<file path="src/rtl/alu_seq.sv">
// Multi-cycle ALU: single-cycle logic/arithmetic plus iterative unsigned multiply behind a
// start/busy/done handshake. Define ALU_SEQ_DIV_EN to add the iterative unsigned divider (op 100).
module alu_seq #(
    parameter int unsigned WIDTH = 32
) (
    input  logic             clk,
    input  logic             reset,
    input  logic             start,
    input  logic [2:0]       op,
    input  logic [WIDTH-1:0] a,
    input  logic [WIDTH-1:0] b,
    output logic [WIDTH-1:0] result,
    output logic [WIDTH-1:0] hi,
    output logic             zero,
    output logic             err,
    output logic             busy,
    output logic             done
);

    localparam int unsigned CntW = $clog2(WIDTH + 1);
    localparam logic [CntW-1:0] CntInit = CntW'(WIDTH);
    localparam logic [CntW-1:0] CntOne  = CntW'(1);

    localparam logic [2:0] OpAnd  = 3'b000;
    localparam logic [2:0] OpOr   = 3'b001;
    localparam logic [2:0] OpAdd  = 3'b010;
    localparam logic [2:0] OpMul  = 3'b011;
    localparam logic [2:0] OpDivu = 3'b100;
    localparam logic [2:0] OpSub  = 3'b110;
    localparam logic [2:0] OpSlt  = 3'b111;

    typedef enum logic [1:0] {StIdle, StRun, StDone} state_e;

    state_e           state_q, state_d;
    logic [CntW-1:0]  cnt_q, cnt_d;
    logic [WIDTH-1:0] acc_q, acc_d;     // product high half / partial remainder
    logic [WIDTH-1:0] lo_q, lo_d;       // multiplier shifting out / quotient shifting in
    logic [WIDTH-1:0] opnd_q, opnd_d;   // multiplicand or divisor
    logic [WIDTH-1:0] result_q, result_d;
    logic [WIDTH-1:0] hi_q, hi_d;
    logic             zero_q, zero_d;
    logic             err_q, err_d;
`ifdef ALU_SEQ_DIV_EN
    logic             run_div_q, run_div_d;
`endif

    // Single-cycle datapath, computed straight from the inputs sampled with start.
    logic [WIDTH-1:0] sc_result, sc_hi;
    logic             sc_err, sc_iter;

    always_comb begin
        sc_result = '0;
        sc_hi     = '0;
        sc_err    = 1'b0;
        sc_iter   = 1'b0;
        unique case (op)
            OpAnd: sc_result = a & b;
            OpOr:  sc_result = a | b;
            OpAdd: sc_result = a + b;
            OpSub: sc_result = a - b;
            OpSlt: sc_result = {{(WIDTH-1){1'b0}}, ($signed(a) < $signed(b))};
            OpMul: sc_iter   = 1'b1;
            OpDivu: begin
`ifdef ALU_SEQ_DIV_EN
                if (b == '0) begin
                    sc_result = '1;
                    sc_hi     = a;
                    sc_err    = 1'b1;
                end else begin
                    sc_iter = 1'b1;
                end
`else
                sc_err = 1'b1;
`endif
            end
            default: sc_err = 1'b1;
        endcase
    end

    // One shift-add multiply step: add multiplicand when the multiplier LSB is set, shift right.
    logic [WIDTH:0]   mul_sum;
    logic [WIDTH-1:0] mul_acc, mul_lo;

    always_comb begin
        mul_sum = {1'b0, acc_q} + (lo_q[0] ? {1'b0, opnd_q} : '0);
        mul_acc = mul_sum[WIDTH:1];
        mul_lo  = {mul_sum[0], lo_q[WIDTH-1:1]};
    end

    logic [WIDTH-1:0] step_acc, step_lo;

`ifdef ALU_SEQ_DIV_EN
    // One restoring divide step; a clear MSB of the difference means the subtract fits.
    logic [WIDTH:0] div_shift, div_diff;

    always_comb begin
        div_shift = {acc_q, lo_q[WIDTH-1]};
        div_diff  = div_shift - {1'b0, opnd_q};
        if (run_div_q) begin
            if (!div_diff[WIDTH]) begin
                step_acc = div_diff[WIDTH-1:0];
                step_lo  = {lo_q[WIDTH-2:0], 1'b1};
            end else begin
                step_acc = div_shift[WIDTH-1:0];
                step_lo  = {lo_q[WIDTH-2:0], 1'b0};
            end
        end else begin
            step_acc = mul_acc;
            step_lo  = mul_lo;
        end
    end
`else
    always_comb begin
        step_acc = mul_acc;
        step_lo  = mul_lo;
    end
`endif

    always_comb begin
        state_d  = state_q;
        cnt_d    = cnt_q;
        acc_d    = acc_q;
        lo_d     = lo_q;
        opnd_d   = opnd_q;
        result_d = result_q;
        hi_d     = hi_q;
        zero_d   = zero_q;
        err_d    = err_q;
`ifdef ALU_SEQ_DIV_EN
        run_div_d = run_div_q;
`endif
        unique case (state_q)
            StIdle: begin
                if (start) begin
                    if (sc_iter) begin
                        state_d = StRun;
                        cnt_d   = CntInit;
                        acc_d   = '0;
`ifdef ALU_SEQ_DIV_EN
                        run_div_d = (op == OpDivu);
                        lo_d      = (op == OpDivu) ? a : b;
                        opnd_d    = (op == OpDivu) ? b : a;
`else
                        lo_d   = b;
                        opnd_d = a;
`endif
                    end else begin
                        state_d  = StDone;
                        result_d = sc_result;
                        hi_d     = sc_hi;
                        zero_d   = (sc_result == '0);
                        err_d    = sc_err;
                    end
                end
            end
            StRun: begin
                acc_d = step_acc;
                lo_d  = step_lo;
                cnt_d = cnt_q - CntOne;
                if (cnt_q == CntOne) begin
                    state_d  = StDone;
                    result_d = step_lo;
                    hi_d     = step_acc;
                    zero_d   = (step_lo == '0);
                    err_d    = 1'b0;
                end
            end
            StDone:  state_d = StIdle;
            default: state_d = StIdle;
        endcase
    end

    always_ff @(posedge clk or posedge reset) begin
        if (reset) begin
            state_q  <= StIdle;
            cnt_q    <= '0;
            acc_q    <= '0;
            lo_q     <= '0;
            opnd_q   <= '0;
            result_q <= '0;
            hi_q     <= '0;
            zero_q   <= 1'b1;
            err_q    <= 1'b0;
`ifdef ALU_SEQ_DIV_EN
            run_div_q <= 1'b0;
`endif
        end else begin
            state_q  <= state_d;
            cnt_q    <= cnt_d;
            acc_q    <= acc_d;
            lo_q     <= lo_d;
            opnd_q   <= opnd_d;
            result_q <= result_d;
            hi_q     <= hi_d;
            zero_q   <= zero_d;
            err_q    <= err_d;
`ifdef ALU_SEQ_DIV_EN
            run_div_q <= run_div_d;
`endif
        end
    end

    assign result = result_q;
    assign hi     = hi_q;
    assign zero   = zero_q;
    assign err    = err_q;
    assign busy   = (state_q != StIdle);
    assign done   = (state_q == StDone);

endmodule

</file>
<file path="config.mk">
export PLATFORM = sky130hd
export DESIGN_NAME = alu_seq
export DESIGN_NICKNAME = d
export VERILOG_FILES = /design/src/rtl/alu_seq.sv
export SDC_FILE = /design/constraint.sdc
export NUM_CORES = 1
export LEC_CHECK = 0
export CORE_ASPECT_RATIO = 0.6
export CORE_MARGIN = 3
export CORE_UTILIZATION = 50
export CTS_BUF_LIST = sky130_fd_sc_hd__clkbuf_16
export DETAILED_ROUTE_END_ITERATION = 7
export PLACE_DENSITY = 0.8
export SLEW_MARGIN = 20
export SYNTH_ARGS = -nofsm -noshare
export SYNTH_HDL_FRONTEND = slang
export SYNTH_SLANG_ARGS = --single-unit
</file>
<file path="constraint.sdc">
create_clock -name clk -period 6.65 [get_ports clk]
set_input_delay 1.33 -clock clk [delete_from_list [all_inputs] [get_ports clk]]
set_output_delay 1.33 -clock clk [all_outputs]
set_load 0.05 [all_outputs]
</file>
## Word level (Yosys, flattened, before mapping)

Cells that the tools add are included.

- Add/sub/neg operators: 4
- $lt $le $gt $ge: 1
- Mux-type cells: 33
- Bitwise logic cells: 2
- Reductions and logical operators: 11
- Equal/unequal tests: 12

Operator list:

| kind | count |
|---|---|
| $mux 32 | 11 |
| $pmux 32 s2 | 4 |
| $pmux 32 s5 | 1 |
| $logic_not 32->1 | 2 |
| $add 32x32->33 | 1 |
| $add 32x32->32 | 1 |
| $and 32x32->32 | 1 |
| $lt 32x32->1 | 1 |
| $or 32x32->32 | 1 |
| $sub 32x32->32 | 1 |
| $mux 6 | 2 |
| $pmux 6 s2 | 1 |
| $mux 1 | 8 |
| $ne 2x2->1 const B | 4 |
| $eq 3x2->1 const B | 2 |
| $eq 3x3->1 const B | 2 |
| $eq 6x1->1 const B | 1 |
| $mux 2 | 3 |
| $reduce_and 3->1 | 2 |
| $reduce_or 6->1 | 1 |
| $sub 6x1->6 const B | 1 |
| $pmux 1 s2 | 2 |
| $pmux 2 s2 | 1 |
| $reduce_and 4->1 | 1 |
| 7 further kinds | 8 |

- Word-level logic and storage cells: 72
- Output and inout bits: 68
- Bits of input ports: 70
- Flip-flop bits (word level): 170

## Logic depth before layout (Yosys ltp)

- Word-level depth: 6
- Gate-level depth with buffers: 15
- Mapped depth without buffers: 15

## Worst setup path before layout

Ideal clock, no wire load.

- Path type: input port to flip-flop
- Start point: input port a[0]
- End point: register zero_q, in the netlist zero
- Library setup time: 0.086 ns
- Data arrival time: 4.041 ns
- Data required time: 6.564 ns
- Path slack: 2.523 ns
- Cell stages on the path: 15
- Path buffers: 0
- Cells stage by stage: inv_1 ha_1 inv_1 fa_1 nor2b_1 o211ai_1 a21oi_2 a211oi_2 nor2_1 o311a_1 a221oi_2 o2111ai_1 nor4_1 nand4_1 o31ai_2

- Cells in the longest elaborated chain, start to end: 6
- Elaborated cells on any way between the ends: 10
- Classes of those cells: add/sub (2); order compare (1); mux (4); bitwise (2); reduce/logical (1)

Ends and longest elaborated chain:

| item | line | source |
|---|---|---|
| start, declared | 10 | `input logic [WIDTH-1:0] a,` |
| $sub 32x32->32, or another cell as far along | 60 | `OpSub: sc_result = a - b;` |
| $pmux 32 s5 * | 56 | `unique case (op)` |
| $logic_not 32->1 * | 151 | `zero_d = (sc_result == '0);` |
| $mux 1 * | 135 | `if (sc_iter) begin` |
| $mux 1 * | 134 | `if (start) begin` |
| $pmux 1 s2 * | 132 | `unique case (state_q)` |
| end signal, assigned | 195 | `zero_q <= zero_d;` |
| end, declared | 41 | `logic zero_q, zero_d;` |

Every way passes the cells marked *; elsewhere a longest branch is shown, timed or not. The select of a mux whose other input is x is not followed.
A chain may end at the register's enable or synchronous reset.

## Worst setup path in the final report

- Start point: input port b[0]
- End point: register zero_q, in the netlist zero

- Cells in the longest elaborated chain, start to end: 6
- Elaborated cells on any way between the ends: 10
- Classes of those cells: add/sub (2); order compare (1); mux (4); bitwise (2); reduce/logical (1)

Ends and longest elaborated chain:

| item | line | source |
|---|---|---|
| start, declared | 11 | `input logic [WIDTH-1:0] b,` |
| $sub 32x32->32, or another cell as far along | 60 |  |
| $pmux 32 s5 * | 56 |  |
| $logic_not 32->1 * | 151 |  |
| $mux 1 * | 135 |  |
| $mux 1 * | 134 |  |
| $pmux 1 s2 * | 132 |  |

Marks and branches as above.

==> summary.md <==
| Metric | Value |
|---|---|
| Outcome | completed |
| Worst hold path class | register to register |
| DRT Pass-1 Iters | 6 |
| Post-Synth XOR/XNOR Area | 3.24% |
| Layout cells sized above 1 | 8.87% |
| Clock transition at path regs | 0.07 ns |
| Worst-Margin Slew | 1.11 ns |
| CTS resizes | 0 |
| P&R area growth vs syn | 15.7% |
| Final hold violations | 0 |
| # diodes | 0 |
| Part of the cycle the worst path needs | 79.9% |
| DRC viols | 0 |
| Async SR Flop Fraction | 100% |
| Main combinational cell family by area after synthesis | compound AO/OA/AOI/OAI gates |
| Die area | 30200 um2 |
| LEAKAGE | 7.52 nW |
| Antenna-violating nets left | 0 |
| Power Dens Cells | 340 nW/um2 |
| Initial antenna violation count | 1 |
| Clock Sinks | 170 |
| PnR Total Power | 5.53 mW |
| Buffers added on ports | 137 |
| WL/cell | 23.6 um |
| YS warnings | 0 |
| Register area share after synthesis | 30.3% |
| CTS root buf | clkbuf_16 |
| Max transition margin | 24.4% |
| Kind of critical path | primary input to register |
| CP endpoint kind | register |
| GR Overflow Total | 0 |
| Final wirelength | 50000 um |
| Die height | 136 um |
| CTS H-Tree Depth | 4 |
| CP Launch Type | primary input |
| CP required | 7.02 ns |
| Starting DRT DRC Count | 1532 |
| IO Count | 138 |
| Worst clock skew | 0.0123 ns |
| RSZ-0062 raised after global routing | false |
| FMAX | 0.188 GHz |
| First-pass GRT wire length | 76600 um |
| Setup_tns | 0 ns |
| Die width | 222 um |
| Max-slew violations | 0 |
| CTS buffer count | 17 |
| RD Place Congestion | 1.03 |
| Via density | 6.35 |
| NumNets Final | 1952 |
| Final setup viols | 0 |
| Avg Synthesized Cell Area | 8.45 um2 |
| Mux contribution to synthesized area | 4.58% |
| Worst-Skew Late Latency | 0.45 ns |
| Row cnt | 46 |
| Max_cap viols | 0 |
| Core footprint | 27000 um2 |
| Dominant synthesized flop cell | dfrtp_1 |
| GRT Overall Usage | 33.0% |
| Largest net degree at the start of global routing | 83 |
| CP Data Arrival Time | 5.68 ns |
| Post-CTS Hold Fix Bufs | 0 |
| Clk buf depth | 2 |
| Fill cells | 2394 |
| DP HPWL | 38100 um |
| Gate Count Post-Synth | 1661 |
| Min cycle time layout | 5.31 ns |
| Post CTS Setup Buffer Count | 0 |
| Peak VDD IR | 0.286 mV |
| Synthesized cell area | 14000 um2 |
| Peak fanout along the critical path | 6 |
| #FFs+latches synth | 170 |
| Post-Synth Simple-Gate Area | 18.5% |
| Post-synth EDFFs | 0 |
| Yosys cell types | 96 |
| CTS tree | done |
| Adder-cell share of the synthesized area | 12.3% |
| Initial Util | 52.0% |
| Vias in the first global route | 12698 |
| Vias | 13452 |
| Syn Nets | 1867 |
| Synth Area in Compound Gates | 24.9% |
==> flip-flops by register name, indices dropped and copies added, names as in the netlist <==
signal   count
err          1
result      32
acc_q       32
hi          32
zero         1
opnd_q      32
state_q      2
lo_q        32
cnt_q        6
==> cells in the final DEF, fill, tap and decap left out, types with 34 or more instances in the layout <==
cell type,n
and2_1,42
a211oi_1,36
clkdlybuf4s50_1,136
a21oi_1,74
dfrtp_1,169
a31oi_1,43
a21o_1,48
nand2_1,237
ha_1,133
o21ai_0,76
mux2_2,34
inv_1,120
nor2_1,114
==> area by class of cell <==
class                      count  area, um2  share of cell area (%)
multi-input combinational   1274       8970                    55.2
sequential                   170       4260                    26.2
timing repair buffer         159       1550                    9.55
inverter                     124        470                    2.90
tap                          360        450                    2.77
clock buffer                  17        425                    2.62
clock inverter                15        125                   0.770
==> worst max-delay path, cell delays in order <==
cell and delay [ns]:
clkdlybuf4s50_1 0.55, ha_1 0.20, inv_1 0.06, fa_1 0.39
nor2b_1 0.17, o211ai_1 0.42, a21oi_2 0.21, nor2_1 0.13
nor2_1 0.05, a2111oi_0 0.99, and4_1 0.42, nand4_1 0.15
and4b_1 0.29, nand4_1 0.12, o31ai_2 0.21
==> Yosys cell counts, types with 5 or more instances <==
cell type	instances	area share (%)
ha_1	133	12
o31ai_1	27	1.4
nor2_1	116	3.1
o22ai_1	7	0.31
nor3_1	21	0.75
or2_2	5	0.22
mux2i_1	26	1.9
xnor2_1	32	2.0
nor2b_1	19	0.85
nand3_1	26	0.93
dfrtp_1	169	30
o21ai_0	76	2.7
a211oi_1	36	1.9
buf_1	9	0.24
o21ai_1	8	0.29
nand4_1	11	0.49
o221ai_1	7	0.44
inv_1	120	3.2
o21a_1	14	0.75
a22oi_1	6	0.32
o21bai_1	19	1.0
mux2_2	34	2.7
buf_2	11	0.39
nand2_1	237	6.3
a21oi_1	74	2.6
a21o_1	48	2.6
o211ai_1	10	0.53
nor4_1	19	0.85
clkbuf_1	66	1.8
a31oi_1	44	2.0
a31o_2	5	0.31
a22o_1	10	0.62
and2_1	42	1.9
xor2_1	20	1.2
nand2b_1	12	0.53
==> cells by family (layout without fill, tap and decap cells) <==
group / Yosys count / in the layout
flip-flops: 170 / 170
adder cells (fa/ha/maj): 136 / 136
AND/OR/NAND/NOR: 549 / 549
buffers and inverters: 217 / 315
multiplexers: 60 / 60
XOR/XNOR: 52 / 52
AO/OA/AOI/OAI: 477 / 477
==> metal layers <==
metal,wire length (um),track usage [%],vias up
met5,55,1.94,-
met2,20000,45.9,764
met3,5620,9.64,93
met1,22800,48.7,6533
li1,-,-,6060
met4,1440,10.3,2
==> final timing paths <==
path                         start          to  slack, ns  cells after the start
max reg2reg                lo_q[0]      hi[29]       2.13                     14
min                         hi[28]      hi[28]       0.47                      2
max in group asynchronous    reset  result[15]       4.09                      3
min reg2reg                 hi[28]      hi[28]       0.47                      2
max                           b[0]        zero       1.34                     15
min in group asynchronous    reset      hi[23]       1.38                      2
==> where the power goes <==
part | internal [mW] | leakage, nW | switching (mW) | total [mW]
logic | 1.06 | 5.13 | 1.75 | 2.81
clock network | 0.514 | 0.258 | 0.456 | 0.970
registers | 1.41 | 2.14 | 0.333 | 1.74
==> metrics by stage <==
step / instance area (um2) / util (%) / instances / worst slack (ns) / hold WS (ns)
CTS: 16200 / 60.1 / 2118 / 1.38 / 0.472
floorplan: 14000 / - / 1661 / 0.718 / 0.452
finish: 16200 / 60.2 / 2119 / 1.34 / 0.468
detailed placement: 15700 / 58.0 / 2086 / 0.956 / 0.457
global route: 16200 / 60.2 / 2119 / 1.14 / 0.498
global placement: 15700 / 58.0 / 2086 / 0.976 / 0.456
No activity file was read; power rests on OpenSTA's default activity.
